File: src/rtl/rc4_pkg.sv
// -----------------------------------------------------------------------------
// rc4_pkg
//   Shared definitions for the RC4 key-scheduling engine (ksa_engine) and its
//   bus interface.
//
//   S_DEPTH     : number of entries in the S-memory permutation (256).
//   KEY_BYTES   : candidate key length in bytes (3, i.e. a 24-bit key).
//   ksa_state_t : control states of the key-scheduling FSM.
//   key_byte()  : selects key byte idx, where byte 0 is the most significant
//                 byte of the key word.
// -----------------------------------------------------------------------------
package rc4_pkg;

   localparam int S_DEPTH   = 256;
   localparam int KEY_BYTES = 3;

   // IDLE   : waiting for start
   // INIT   : identity fill, one write per cycle
   // RD_I.. : one swap iteration, seven cycles (RD_I through WR_J)
   // DONE   : completion pulse, back to IDLE
   typedef enum logic [3:0] {
      IDLE,
      INIT,
      RD_I,
      WT_I,
      CAP_I,
      WT_J,
      CAP_J,
      WR_I,
      WR_J,
      DONE
   } ksa_state_t;

   // Byte 0 sits in the top byte of the key word, byte KEY_BYTES-1 at the
   // bottom. The loop unrolls into a small mux; idx values past the last
   // byte fall back to byte 0.
   function automatic logic [7:0] key_byte(input logic [8*KEY_BYTES-1:0] key,
                                           input logic [1:0]             idx);
      logic [7:0] b;
      b = key[8*KEY_BYTES-1 -: 8];
      for (int k = 1; k < KEY_BYTES; k++) begin
         if (int'(idx) == k) b = key[8*(KEY_BYTES-k)-1 -: 8];
      end
      return b;
   endfunction

endpackage

File: src/rtl/ksa_engine_if.sv
// -----------------------------------------------------------------------------
// ksa_engine_if
//   Groups the request handshake and the S-memory port of ksa_engine.
//
//   start      : run request from the key generator side
//   key        : candidate key, captured when start is accepted
//   busy       : engine is running
//   finished   : one-cycle completion pulse
//   mem_addr   : S-memory address (registered in the engine)
//   mem_wdata  : S-memory write data (registered in the engine)
//   mem_wren   : S-memory write enable (registered in the engine)
//   mem_rdata  : S-memory read data, returned by the memory one cycle after
//                the address appears on mem_addr
//
//   master : the parent side (drives start/key, owns the memory)
//   slave  : the engine side
// -----------------------------------------------------------------------------
interface ksa_engine_if #(
   parameter int KEY_W  = 8 * rc4_pkg::KEY_BYTES,
   parameter int ADDR_W = 8
);

   logic              start;
   logic [KEY_W-1:0]  key;
   logic              busy;
   logic              finished;
   logic [ADDR_W-1:0] mem_addr;
   logic [7:0]        mem_wdata;
   logic              mem_wren;
   logic [7:0]        mem_rdata;

   modport master (
      output start, key, mem_rdata,
      input  busy, finished, mem_addr, mem_wdata, mem_wren
   );

   modport slave (
      input  start, key, mem_rdata,
      output busy, finished, mem_addr, mem_wdata, mem_wren
   );

endinterface

File: src/rtl/ksa_engine.sv
// -----------------------------------------------------------------------------
// ksa_engine
//   RC4 key-scheduling engine for one 24-bit candidate key. Drives an external
//   256x8 S-memory: fills it with the identity permutation, then runs the 256
//   swap iterations of the RC4 KSA. A one-cycle finished pulse tells the next
//   stage (PRGA/decrypt) that the permutation is ready.
//
//   Ports:
//     clk    : system clock, rising edge
//     reset  : asynchronous, active-low reset
//     bus    : ksa_engine_if.slave
//                start/key      -> request, sampled only in IDLE
//                busy/finished  <- status
//                mem_addr/mem_wdata/mem_wren -> S-memory command (registered)
//                mem_rdata      <- S-memory read data
//
//   Timing model:
//     Every memory command is computed in a state and registered, so it
//     appears on the bus one cycle later; the memory returns read data one
//     cycle after that. A read issued in state X can therefore be captured
//     two states later, which is why RD_I/WT_I/CAP_I and CAP_I/WT_J/CAP_J
//     are spaced as they are.
//
//     accept edge -> 256 INIT cycles -> 256 x 7 swap cycles -> DONE, with
//     finished visible 2049 cycles after the accepting edge.
// -----------------------------------------------------------------------------
module ksa_engine #(
   parameter int KEY_BYTES  = 3,
   parameter int ADDR_WIDTH = 8
) (
   input  logic        clk,
   input  logic        reset,
   ksa_engine_if.slave bus
);

   import rc4_pkg::*;

   // Key byte index counts 0..KEY_BYTES-1 alongside i, avoiding an i mod 3.
   localparam logic [1:0]            KIDX_LAST = 2'(KEY_BYTES - 1);
   localparam logic [ADDR_WIDTH-1:0] I_LAST    = '1;
   localparam logic [ADDR_WIDTH-1:0] I_ONE     = ADDR_WIDTH'(1);

   ksa_state_t             state, state_n;

   logic [ADDR_WIDTH-1:0]  i, i_n;
   logic [ADDR_WIDTH-1:0]  j, j_n;
   logic [1:0]             kidx, kidx_n;
   logic [8*KEY_BYTES-1:0] key_q, key_n;
   logic [7:0]             si, si_n;
   logic [7:0]             sj, sj_n;

   logic [ADDR_WIDTH-1:0]  addr_q, addr_n;
   logic [7:0]             wdata_q, wdata_n;
   logic                   wren_q, wren_n;
   logic                   busy_q, busy_n;
   logic                   fin_q, fin_n;

   // --------------------------------------------------------------------------
   // State and datapath registers
   // --------------------------------------------------------------------------
   always_ff @(posedge clk or negedge reset) begin
      if (!reset) begin
         state   <= IDLE;
         i       <= '0;
         j       <= '0;
         kidx    <= '0;
         key_q   <= '0;
         si      <= '0;
         sj      <= '0;
         addr_q  <= '0;
         wdata_q <= '0;
         wren_q  <= 1'b0;
         busy_q  <= 1'b0;
         fin_q   <= 1'b0;
      end else begin
         state   <= state_n;
         i       <= i_n;
         j       <= j_n;
         kidx    <= kidx_n;
         key_q   <= key_n;
         si      <= si_n;
         sj      <= sj_n;
         addr_q  <= addr_n;
         wdata_q <= wdata_n;
         wren_q  <= wren_n;
         busy_q  <= busy_n;
         fin_q   <= fin_n;
      end
   end

   // --------------------------------------------------------------------------
   // Next-state and next-output logic
   // --------------------------------------------------------------------------
   always_comb begin
      state_n = state;
      i_n     = i;
      j_n     = j;
      kidx_n  = kidx;
      key_n   = key_q;
      si_n    = si;
      sj_n    = sj;
      addr_n  = addr_q;
      wdata_n = wdata_q;
      wren_n  = 1'b0;       // write enable is a per-cycle strobe
      busy_n  = busy_q;
      fin_n   = 1'b0;       // finished is a single-cycle pulse

      case (state)
         IDLE: begin
            if (bus.start) begin
               key_n   = bus.key;
               i_n     = '0;
               j_n     = '0;
               kidx_n  = '0;
               busy_n  = 1'b1;
               state_n = INIT;
            end
         end

         // S[i] = i for all i; i wraps back to 0 on the last entry, which is
         // exactly the starting index of the swap phase.
         INIT: begin
            addr_n  = i;
            wdata_n = 8'(i);
            wren_n  = 1'b1;
            i_n     = i + I_ONE;
            if (i == I_LAST) state_n = RD_I;
         end

         RD_I: begin
            addr_n  = i;
            state_n = WT_I;
         end

         WT_I: state_n = CAP_I;

         // S[i] is on mem_rdata now. The new j goes straight into the
         // address register so the S[j] read starts without an extra cycle.
         CAP_I: begin
            si_n    = bus.mem_rdata;
            j_n     = j + ADDR_WIDTH'(bus.mem_rdata)
                        + ADDR_WIDTH'(key_byte(key_q, kidx));
            addr_n  = j_n;
            state_n = WT_J;
         end

         WT_J: state_n = CAP_J;

         CAP_J: begin
            sj_n    = bus.mem_rdata;
            state_n = WR_I;
         end

         // When j == i both writes land on the same entry with the same
         // value, so no special case is needed.
         WR_I: begin
            addr_n  = i;
            wdata_n = sj;
            wren_n  = 1'b1;
            state_n = WR_J;
         end

         WR_J: begin
            addr_n  = j;
            wdata_n = si;
            wren_n  = 1'b1;
            i_n     = i + I_ONE;
            kidx_n  = (kidx == KIDX_LAST) ? 2'd0 : kidx + 2'd1;
            state_n = (i == I_LAST) ? DONE : RD_I;
         end

         DONE: begin
            fin_n   = 1'b1;
            busy_n  = 1'b0;
            state_n = IDLE;
         end

         default: begin
            busy_n  = 1'b0;
            state_n = IDLE;
         end
      endcase
   end

   assign bus.busy      = busy_q;
   assign bus.finished  = fin_q;
   assign bus.mem_addr  = addr_q;
   assign bus.mem_wdata = wdata_q;
   assign bus.mem_wren  = wren_q;

endmodule

File: src/flat_wrapper.sv
// flat-port wrapper written by rule: the top's interface ports become plain ports
module ksa_engine_flat import rc4_pkg::*;
#(
   parameter int KEY_BYTES  = 3,
   parameter int ADDR_WIDTH = 8
)
  (clk, reset, bus_start, bus_key, bus_mem_rdata, bus_busy, bus_finished, bus_mem_addr, bus_mem_wdata, bus_mem_wren);
  ksa_engine_if bus_i ();
  input  logic clk;
  input  logic reset;
  input wire logic [$bits(bus_i.start)-1:0] bus_start;
  input wire logic [$bits(bus_i.key)-1:0] bus_key;
  input wire logic [$bits(bus_i.mem_rdata)-1:0] bus_mem_rdata;
  output wire logic [$bits(bus_i.busy)-1:0] bus_busy;
  output wire logic [$bits(bus_i.finished)-1:0] bus_finished;
  output wire logic [$bits(bus_i.mem_addr)-1:0] bus_mem_addr;
  output wire logic [$bits(bus_i.mem_wdata)-1:0] bus_mem_wdata;
  output wire logic [$bits(bus_i.mem_wren)-1:0] bus_mem_wren;
  assign bus_i.start = bus_start;
  assign bus_i.key = bus_key;
  assign bus_i.mem_rdata = bus_mem_rdata;
  assign bus_busy = bus_i.busy;
  assign bus_finished = bus_i.finished;
  assign bus_mem_addr = bus_i.mem_addr;
  assign bus_mem_wdata = bus_i.mem_wdata;
  assign bus_mem_wren = bus_i.mem_wren;
  ksa_engine #(.KEY_BYTES(KEY_BYTES), .ADDR_WIDTH(ADDR_WIDTH)) u_core (.clk(clk), .reset(reset), .bus(bus_i));
endmodule
File: config.mk
export PLATFORM = sky130hd
export DESIGN_NAME = ksa_engine_flat
export DESIGN_NICKNAME = d
export VERILOG_FILES = /design/src/rtl/rc4_pkg.sv /design/src/rtl/ksa_engine_if.sv /design/src/rtl/ksa_engine.sv /design/src/flat_wrapper.sv
export SDC_FILE = /design/constraint.sdc
export NUM_CORES = 1
export LEC_CHECK = 0
export ABC_CLOCK_PERIOD_IN_PS = 4300
export CAP_MARGIN = 20
export CELL_PAD_IN_SITES_DETAIL_PLACEMENT = 2
export CELL_PAD_IN_SITES_GLOBAL_PLACEMENT = 2
export CORE_UTILIZATION = 40
export CTS_BUF_LIST = sky130_fd_sc_hd__clkbuf_8
export CTS_CLUSTER_DIAMETER = 150
export DETAILED_ROUTE_END_ITERATION = 10
export GPL_TIMING_DRIVEN = 0
export HOLD_SLACK_MARGIN = 0.02
export PLACE_DENSITY_LB_ADDON = 0.1
export SYNTH_ARGS = -nofsm -noshare
export SYNTH_HDL_FRONTEND = slang
export SYNTH_SLANG_ARGS = --single-unit
File: constraint.sdc
create_clock -name clk -period 4.3 [get_ports clk]
set_input_delay 0.645 -clock clk [delete_from_list [all_inputs] [get_ports clk]]
set_output_delay 0.645 -clock clk [all_outputs]
set_load 0.02 [all_outputs]
==> metrics list <==
- Post CTS Setup Buffer Count: 0
* Number of DRC violations after detailed-routing iteration 0: 100
- Number of CTS-inserted buffers: 9
* FILL cells: 1055
- Final setup violation count: 0
- Worst Reg2Reg Path Length in Cells: 15
- The routed design has 12700 um of wire.
- The worst hold path belongs to the class in2async.
- Maximum number of pins on one net before global-route repair: between 60 and 70
* Initial antenna violation count: 0
* Post-route core utilization: 0.504
- Registers take between 2000 and 2500 um2.
- Placer congestion estimate: between 0.7 and 0.8
* Leading cell types in the layout, fill and taps excluded: dfrtp_1 (81), clkdlybuf4s50_1 (52), nand2_1 (48)
* Final net count: a little over 500
* Worst Setup Path Type: reg2reg
- Slew Limit Headroom: 0.536
- Worst-skew pair later-pin latency: ~0.37 ns
- Hold bufs inserted after CTS: 0
- Total congestion overflow after global routing: 0
* Unrepaired setup endpoints after global routing: false
- Worst Path Max Fanout: 10
- Cell variety after synth: 48
- In the finished design, the share of the clock period the worst path needs comes to 0.826.
- Data on the critical path is required at its endpoint by ~4.5 ns.
- Area growth from synthesis to layout: 22.8%
- Clock slew at reported path FFs: roughly 0.080 ns
- Highest achievable clock rate: approximately 280 MHz
- The most used flip-flop cell after synthesis is dfrtp_1.
- Synth Register Bits: 81
* Share of flip-flops with an asynchronous set or reset after synthesis: 1.00
- Cell Area, Synth: 4220 um2
* Antenna Nets Post-Route: 0
- At the pin with the least slew margin, the transition time is roughly 0.69 ns.
- STA classifies the critical path endpoint as a flip-flop.
- Of the post-synthesis cell area, the dominant cell type holds 0.481.
- Yosys top cell by area: dfrtp_1
- Routed vias/inst: between 5 and 6
- # diodes: 0
* Full die area: approximately 11000 um2
- Die Ht: 105 um
- Quantity of I/O buffers inserted on ports: between 50 and 60
* Count of vias placed by the detailed router: around 3300
* Area of combinational cells with multiple inputs: 1980 um2
- Final Max Tran Viols: 0
- Number of enable-type register cells in the synthesized netlist: 0
* Wirelength per Cell: about 21 um
* Max H-tree Level: 3
- The die is about 100 um wide.
- The wire-length estimate of the detail-placed layout is about 9500 um.
- Number of top-level pins: 54
- Of the cells placed in the final design, the portion with a size suffix greater than 1 is 0.170.
- Leading post-synthesis cells by cell area: dfrtp_1 (48%), mux2_2 (10%), o21ai_0 (4.3%)
* Clock Root Buffer: clkbuf_8
- The portion of synthesized area spent on multiplexers is 0.135.
- The tool flagged a number of max-cap violations equal to 0.
- GRT Util Overall: 0.253
- First-pass GRT wire length: 21000 um
* Maximum vdd drop: between 0.15 and 0.2 mV
- DRC violations left: 0
- The share of the Yosys chip area taken by registers is 0.481.
- In this run the power density over the cells is about 430 nW/um2.
- For this configuration, the core starts out at a cell density of 0.410.
- The clock drives just over 80 sinks.
* Final Hold Slack: between 0.1 and 0.15 ns
* CTS tree: yes
- Number of global-route vias before repair: ~3800
* Placeable core region: slightly above 10000 um2
- Kind of start point of the critical path: flip-flop
- After clock tree synthesis, the repair step resized 0 gates.
- Net count after synthesis: between 400 and 500
* LEAKAGE: between 2 and 2.5 nW
* 1st-pass router iterations: 4
- The flow ran to the end, and the final reports show no timing, DRC or antenna violations.
- Min Clock Period, post-route: 3.55 ns
* Dominant combinational cell family by area after synthesis: compound AO/OA/AOI/OAI gates
- The library cell used most frequently in the layout, excluding fill and tap cells, is dfrtp_1.
- Mean Syn Cell Area: between 10 and 15 um2
- Worst-case clock skew: 0.00970 ns
- In this run the deepest clock path goes through 2 buffers.
* Synthesis warning total: 0
- Post-synthesis cell count: 400
- Simple-gate portion of the synthesized area: 0.122
- The compound-gate portion of the synthesized area came to 0.138.
- The initialized floorplan defines 37 standard-cell rows.
* Final hold violation count: 0
- Of the total synthesized cell area, the portion taken by full adders, half adders and majority gates is 0.0588.
- For the worst setup path, the data arrival time is 3.79 ns.
* Parity-gate share of the synthesized area counting xor and xnor cells: 0.0166
synth_stat cells, types with 3 or more instances:
library cell and number:
nand2_1 48, nor2_1 23, o31ai_1 5, buf_2 9, ha_1 7, a21oi_1 6, dfrtp_1 81, nor2b_1 4
xnor2_1 7, nor3_1 4, mux2i_1 13, a222oi_1 3, o21ai_0 36, nand3_1 7, inv_1 30, a21o_1 4
and3_1 4, a22oi_1 13, fa_1 8, mux2_2 39, a31oi_1 11
state kept, by name, indices dropped and copies added (netlist names), 2 cells and up:
register	count
u_core.kidx	2
u_core.si	8
u_core.bus.mem_addr	8
u_core.sj	8
u_core.j	8
u_core.state	4
u_core.key_q	24
u_core.i	8
u_core.bus.mem_wdata	8
final timing paths:
| kind | from | endpoint | slack (ns) |
|---|---|---|---|
| max | u_core.kidx[0] | u_core.j[7] | 0.75 |
| min in group clk | u_core.j[5] | u_core.j[5] | 0.49 |
| max in group asynchronous | reset | u_core.key_q[20] | 3.56 |
| min reg2reg | u_core.j[5] | u_core.j[5] | 0.49 |
| max reg2reg | u_core.kidx[0] | u_core.j[7] | 0.75 |
| min | reset | u_core.i[6] | 0.13 |
metal layers:
layer / up-vias / track usage / part of all wire
met4: 0 / 0.0855 / 0.019
met1: 1726 / 0.328 / 0.43
met3: 16 / 0.0312 / 0.033
li1: 1521 / - / -
met2: 61 / 0.439 / 0.52
met5: - / 0 / 0
cells by family (layout without fill, tap and decap cells):
| kind of cell | after synthesis | in the layout |
|---|---|---|
| muxes | 52 | 52 |
| buffers and inverters | 46 | 116 |
| AOI/OAI and AO/OA | 90 | 90 |
| DFF | 81 | 81 |
| and+or+nand+nor | 108 | 108 |
| xor gates and xnor gates | 8 | 8 |
| adders and majority gates | 15 | 15 |
power breakdown:
group | leakage, nW | switching (mW) | total [mW] | internal, mW
combinational | 1.30 | 0.329 | 0.630 | 0.301
clock | 0.126 | 0.289 | 0.671 | 0.382
sequential | 1.01 | 0.0705 | 0.918 | 0.848
worst max-delay path, cell delays in order, from the launching register on:
cell	delay, ns
dfrtp_1	0.32
buf_2	0.25
buf_2	0.35
mux2i_1	0.24
nand2_1	0.06
o21ai_0	0.16
fa_1	0.48
inv_1	0.07
ha_1	0.19
inv_1	0.06
fa_1	0.40
nor2b_1	0.21
o31ai_1	0.12
a21oi_1	0.21
xnor2_1	0.17
o21ai_0	0.12
cell type report:
type                    instances  share of cell area
plain buffers                  16              0.0181
flip-flops and latches         81               0.391
multi-input cells             273               0.383
clock inverters                 7              0.0215
clock buffers                   9              0.0239
repair buffers                 54               0.107
inverters                      30              0.0217
well taps                     136              0.0329
per-stage QoR:
| stage | area [um2] | power [mW] | TNS, ns | setup WS, ns | std cells |
|---|---|---|---|---|---|
| 6_report | 5180 | 2.22 | 0 | 0.747 | 606 |
| 5_1_grt | 5180 | 2.35 | 0 | 0.440 | 606 |
| 4_1_cts | 5180 | 2.24 | 0 | 0.682 | 606 |
| 3_5_place_dp | 4940 | 1.57 | 0 | 0.729 | 590 |
| 3_3_place_gp | 4920 | 1.52 | -37.68 | -0.472 | 589 |
| 2_1_floorplan | 4220 | 1.30 | 0 | 1.38 | 400 |
Note: power is estimated with default switching activity, not from simulation.
